--- config.mk ---
export PLATFORM = sky130hd
export DESIGN_NAME = flag_register_stack_flat
export DESIGN_NICKNAME = d
export VERILOG_FILES = /design/src/rtl/flag_register_stack_if.sv /design/src/rtl/flag_register_stack.sv /design/src/flat_wrapper.sv
export SDC_FILE = /design/constraint.sdc
export NUM_CORES = 1
export LEC_CHECK = 0
export ABC_AREA = 1
export CAP_MARGIN = 20
export CORE_ASPECT_RATIO = 0.5
export CORE_MARGIN = 2
export CORE_UTILIZATION = 46
export CTS_CLUSTER_DIAMETER = 30
export DETAILED_ROUTE_END_ITERATION = 10
export DONT_BUFFER_PORTS = 1
export HOLD_SLACK_MARGIN = 0.12
export SLEW_MARGIN = 20
export SYNTH_ARGS = -nofsm -noshare
export SYNTH_HDL_FRONTEND = slang
export SYNTH_SLANG_ARGS = --single-unit
--- constraint.sdc ---
create_clock -name clk -period 2.05 [get_ports clk]
set_clock_uncertainty 0.1 [all_clocks]
set_input_delay 0.41 -clock clk [delete_from_list [all_inputs] [get_ports clk]]
set_output_delay 0.41 -clock clk [all_outputs]
set_load 0.02 [all_outputs]
--- src/rtl/flag_register_stack_if.sv ---
// Bus bundle for flag_register_stack.
// The master modport drives flag updates and stack commands; the slave modport returns state.
interface flag_register_stack_if #(
  parameter int NFLAGS = 4,
  parameter int DEPTH  = 4
);
  localparam int LW = $clog2(DEPTH + 1);

  logic [NFLAGS-1:0] flag_in;
  logic [NFLAGS-1:0] load_mask;
  logic [NFLAGS-1:0] set_mask;
  logic [NFLAGS-1:0] clr_mask;
  logic              push;
  logic              pop;
  logic              err_clr;
  logic [NFLAGS-1:0] flags;
  logic [LW-1:0]     level;
  logic              full;
  logic              empty;
  logic              err;

  modport master (
    output flag_in, load_mask, set_mask, clr_mask, push, pop, err_clr,
    input  flags, level, full, empty, err
  );

  modport slave (
    input  flag_in, load_mask, set_mask, clr_mask, push, pop, err_clr,
    output flags, level, full, empty, err
  );
endinterface

--- src/rtl/flag_register_stack.sv ---
// Processor flag register with a LIFO shadow stack for interrupt save/restore.
// Live bits are updated per bit; a valid pop restores the whole word and overrides every bit.
module flag_register_stack #(
  parameter int                NFLAGS    = 4,
  parameter int                DEPTH     = 4,
  parameter logic [NFLAGS-1:0] RESET_VAL = '0
) (
  input  logic                 clk,
  input  logic                 rst_n,
  flag_register_stack_if.slave bus
);
  localparam int LW = $clog2(DEPTH + 1);

  logic [NFLAGS-1:0] flags_q;
  logic [NFLAGS-1:0] flags_d;
  logic [NFLAGS-1:0] stack_q [DEPTH];
  logic [NFLAGS-1:0] top;
  logic [LW-1:0]     level_q;
  logic              err_q;
  logic              full;
  logic              empty;
  logic              push_ok;
  logic              pop_ok;
  logic              misuse;

  assign full  = (level_q == LW'(DEPTH));
  assign empty = (level_q == '0);

  assign push_ok = bus.push && !bus.pop && !full;
  assign pop_ok  = bus.pop && !bus.push && !empty;
  assign misuse  = (bus.push && bus.pop) ||
                   (bus.push && !bus.pop && full) ||
                   (bus.pop && !bus.push && empty);

  always_comb begin
    top = '0;
    for (int i = 0; i < DEPTH; i++) begin
      if (level_q == LW'(i + 1)) top = stack_q[i];
    end
  end

  // Per-bit priority: load > set > clear > hold, then a valid pop overrides the lot.
  always_comb begin
    flags_d = (bus.load_mask & bus.flag_in)
            | (~bus.load_mask & bus.set_mask)
            | (~bus.load_mask & ~bus.set_mask & ~bus.clr_mask & flags_q);
    if (pop_ok) flags_d = top;
  end

  always_ff @(posedge clk or negedge rst_n) begin
    if (!rst_n) begin
      flags_q <= RESET_VAL;
      level_q <= '0;
      err_q   <= 1'b0;
    end else begin
      flags_q <= flags_d;
      if (push_ok)     level_q <= level_q + LW'(1);
      else if (pop_ok) level_q <= level_q - LW'(1);
      if (misuse)           err_q <= 1'b1;
      else if (bus.err_clr) err_q <= 1'b0;
    end
  end

  // Stack contents are don't-care after reset, so no reset term here.
  always_ff @(posedge clk) begin
    for (int i = 0; i < DEPTH; i++) begin
      if (push_ok && level_q == LW'(i)) stack_q[i] <= flags_q;
    end
  end

  assign bus.flags = flags_q;
  assign bus.level = level_q;
  assign bus.full  = full;
  assign bus.empty = empty;
  assign bus.err   = err_q;
endmodule
--- src/flat_wrapper.sv ---
// flat-port wrapper written by rule: the top's interface ports become plain ports
module flag_register_stack_flat 
#(
  parameter int                NFLAGS    = 4,
  parameter int                DEPTH     = 4,
  parameter logic [NFLAGS-1:0] RESET_VAL = '0
)
  (clk, rst_n, bus_flag_in, bus_load_mask, bus_set_mask, bus_clr_mask, bus_push, bus_pop, bus_err_clr, bus_flags, bus_level, bus_full, bus_empty, bus_err);
  flag_register_stack_if #(.NFLAGS(NFLAGS), .DEPTH(DEPTH)) bus_i ();
  input  logic clk;
  input  logic rst_n;
  input wire logic [$bits(bus_i.flag_in)-1:0] bus_flag_in;
  input wire logic [$bits(bus_i.load_mask)-1:0] bus_load_mask;
  input wire logic [$bits(bus_i.set_mask)-1:0] bus_set_mask;
  input wire logic [$bits(bus_i.clr_mask)-1:0] bus_clr_mask;
  input wire logic [$bits(bus_i.push)-1:0] bus_push;
  input wire logic [$bits(bus_i.pop)-1:0] bus_pop;
  input wire logic [$bits(bus_i.err_clr)-1:0] bus_err_clr;
  output wire logic [$bits(bus_i.flags)-1:0] bus_flags;
  output wire logic [$bits(bus_i.level)-1:0] bus_level;
  output wire logic [$bits(bus_i.full)-1:0] bus_full;
  output wire logic [$bits(bus_i.empty)-1:0] bus_empty;
  output wire logic [$bits(bus_i.err)-1:0] bus_err;
  assign bus_i.flag_in = bus_flag_in;
  assign bus_i.load_mask = bus_load_mask;
  assign bus_i.set_mask = bus_set_mask;
  assign bus_i.clr_mask = bus_clr_mask;
  assign bus_i.push = bus_push;
  assign bus_i.pop = bus_pop;
  assign bus_i.err_clr = bus_err_clr;
  assign bus_flags = bus_i.flags;
  assign bus_level = bus_i.level;
  assign bus_full = bus_i.full;
  assign bus_empty = bus_i.empty;
  assign bus_err = bus_i.err;
  flag_register_stack #(.NFLAGS(NFLAGS), .DEPTH(DEPTH), .RESET_VAL(RESET_VAL)) u_core (.clk(clk), .rst_n(rst_n), .bus(bus_i));
endmodule
==> results.cfg <==
[sta]
fin_tns_setup_ps = 0
slew_headroom_pct = 70.37
setup_viol = 0
worst_slew_pin_slew_ps = 443.1
maxSlewViolCount = 0
rsz0062_at_grt = false
hold_viol = 0
setup_ws_ps = 152.5
timing.final.crit_share_pct = 92.56
max_clock_freq_mhz = 527.0
hold_ws_ps = 141.4
min_period_ps = 1898

[clock_network]
cts_resized = 0
cts_tree = yes
postCtsHoldBufs = 1
cts-root-buf = clkbuf_8
numCtsBuffers = 3
numClockSinks = 24
postCtsSetupRepairBufs = 0
clk_latency_ps = 270
clk_pin_slew_ps = 80
cts.htree.levels = 1
cts_max_path_buffers = 2

[logic_synthesis]
yosysMostFrequentCell = nand2_1
synth_flop_cell = edfxtp_1
syn-num-nets = 172
ys_warn_count = 0
syn_avg_cell_area_um2 = 9.233
syn_area_mm2 = 0.001339
synth_edf_count = 16
synth.area.top_cells = edfxtp_1, dfrtp_1, nand2_1
synthTopCellsByCount = nand2_1, inv_1, nor2_1
postSynth.asyncResetShare_pct = 33.33
synth_seq_area_share_pct = 50.84
synth.distinct_cells = 24
synth_top_area_cell = edfxtp_1
ys_ff_latch = 24
synth_top_area_share_pct = 35.89
synth_cells = 145

[grt]
antenna_found_initial = 0
grt_pass1_wl_um = 4105
grt_pass1_vias = 841
grt_max_degree = 14
grt_overflow = 0
grt_util_all_layers_pct = 16.98

[layout]
final_cells = 190
layout-drive-gt1-share_pct = 15.03
antenna_cells = 0
syn_to_final_growth_pct = 8.411
fillCellCount = 256
nets = 181

[power]
total_power_mw = 1.828
peakVddDrop_v = 0.0006633
power_leakage_nw = 0.7056
p_per_area_mw_per_mm2 = 1260

[floorplan]
initial_core_util_pct = 49.88
die_area_mm2 = 0.003384
pin_count = 31
die_y_um = 42.15
rows = 13
coreArea_mm2 = 0.002684
die_x_um = 80.30

[job]
max_cap_viol_count = 0

[placed_design]
pre_cts_ws_ps = 231.1
io_buffers = 0
dp_cells = 185
gp_congestion = 0.7865
dp_hpwl_um = 2020

[routing]
vias_per_cell = 4.742
via_count = 901
final_antenna_net_count = 0
drt-total-wl_um = 2598
drc = 0
drtPass1Iterations = 4
post_drt_wl_per_cell_um = 13.67
drtIter0Drc = 89

[critical_path]
ff2ff_setup_slack_ps = 240
crit_fanout = 12
critPathSlowestCell = dfrtp_1
setup.worst_path.start_class = flip-flop
path_class = reg -> out
slowest_delay_ps = 420
end_kind = primary output
cp.arrival_ps = 1390
cp.required_ps = 1540
worstPathCellList = inv_1 -> ha_1 -> nand2_4 -> inv_2

[run_status]
status = complete, no violations

[hold_path]
hold_class = in -> reg
[layer usage]
| layer | global-route usage (%) | share of wire, % |
|---|---|---|
| met2 | 24.67 | 42 |
| met3 | 7.328 | 7.9 |
| met5 | 0 | 0 |
| met1 | 23.86 | 50 |
| met4 | 3.051 | 0.38 |
[kinds of logic after synthesis]
| group | synth area share (%) |
|---|---|
| AOI/OAI and AO/OA | 5.514 |
| xor gates and xnor gates | 1.870 |
| adders and majority gates | 5.607 |
| buffers and inverters | 10.00 |
| DFF | 50.84 |
| and+or+nand+nor | 26.17 |
[critical path, delay by kind of cell (launching register included)]
family                     cells  cell delay [ps]
and+or+nand+nor                1              140
buffers and inverters          2              290
adders and majority gates      1              280
DFF                            1              420
[final cells by class]
class / instances / area, µm² / area share (%)
clock buffer: 4 / 45.04 / 3.103
inverter: 28 / 107.6 / 7.414
multi-input combinational: 91 / 524.3 / 36.12
sequential: 24 / 680.7 / 46.90
tap: 37 / 46.29 / 3.190
timing repair buffer: 6 / 47.55 / 3.276
[sequential cells by signal, summed over array words and instances (netlist names)]
register and count:
u_core.stack_q 16, u_core.bus.flags 4, u_core.bus.level 3, u_core.bus.err 1
[worst paths after layout]
check	start	depth (start not counted)	endpoint
max in group asynchronous	rst_n	1	u_core.bus.err
max	u_core.bus.level[0]	4	bus_full
min in group asynchronous	rst_n	1	u_core.bus.flags[2]
max reg2reg	u_core.bus.level[0]	5	u_core.stack_q[0][0]
min reg2reg	u_core.stack_q[3][0]	4	u_core.bus.flags[0]
min	bus_err_clr	1	u_core.bus.err
[cell usage in the layout (no fill, tap or decap), drive strengths merged, types with 2 or more instances in the layout]
cell type,count
buf,5
clkbuf,4
dfrtp,8
edfxtp,16
ha,6
inv,28
nand2,46
nand4,2
nor2,21
nor3,2
o211ai,5
o21ai,5
xor2,2
[power breakdown]
| group | total, mW | internal, mW | switching, mW |
|---|---|---|---|
| logic | 0.759 | 0.270 | 0.489 |
| clock network | 0.288 | 0.139 | 0.149 |
| registers | 0.781 | 0.632 | 0.149 |
[stage by stage]
| step | cell area (µm²) | util [%] |
|---|---|---|
| after floorplan | 1339 | - |
| after global placement | 1396 | 52.03 |
| after detailed placement | 1396 | 52.03 |
| after CTS | 1451 | 54.08 |
| after global routing | 1451 | 54.08 |
| final | 1451 | 54.08 |
(Power assumes the default switching activity.)
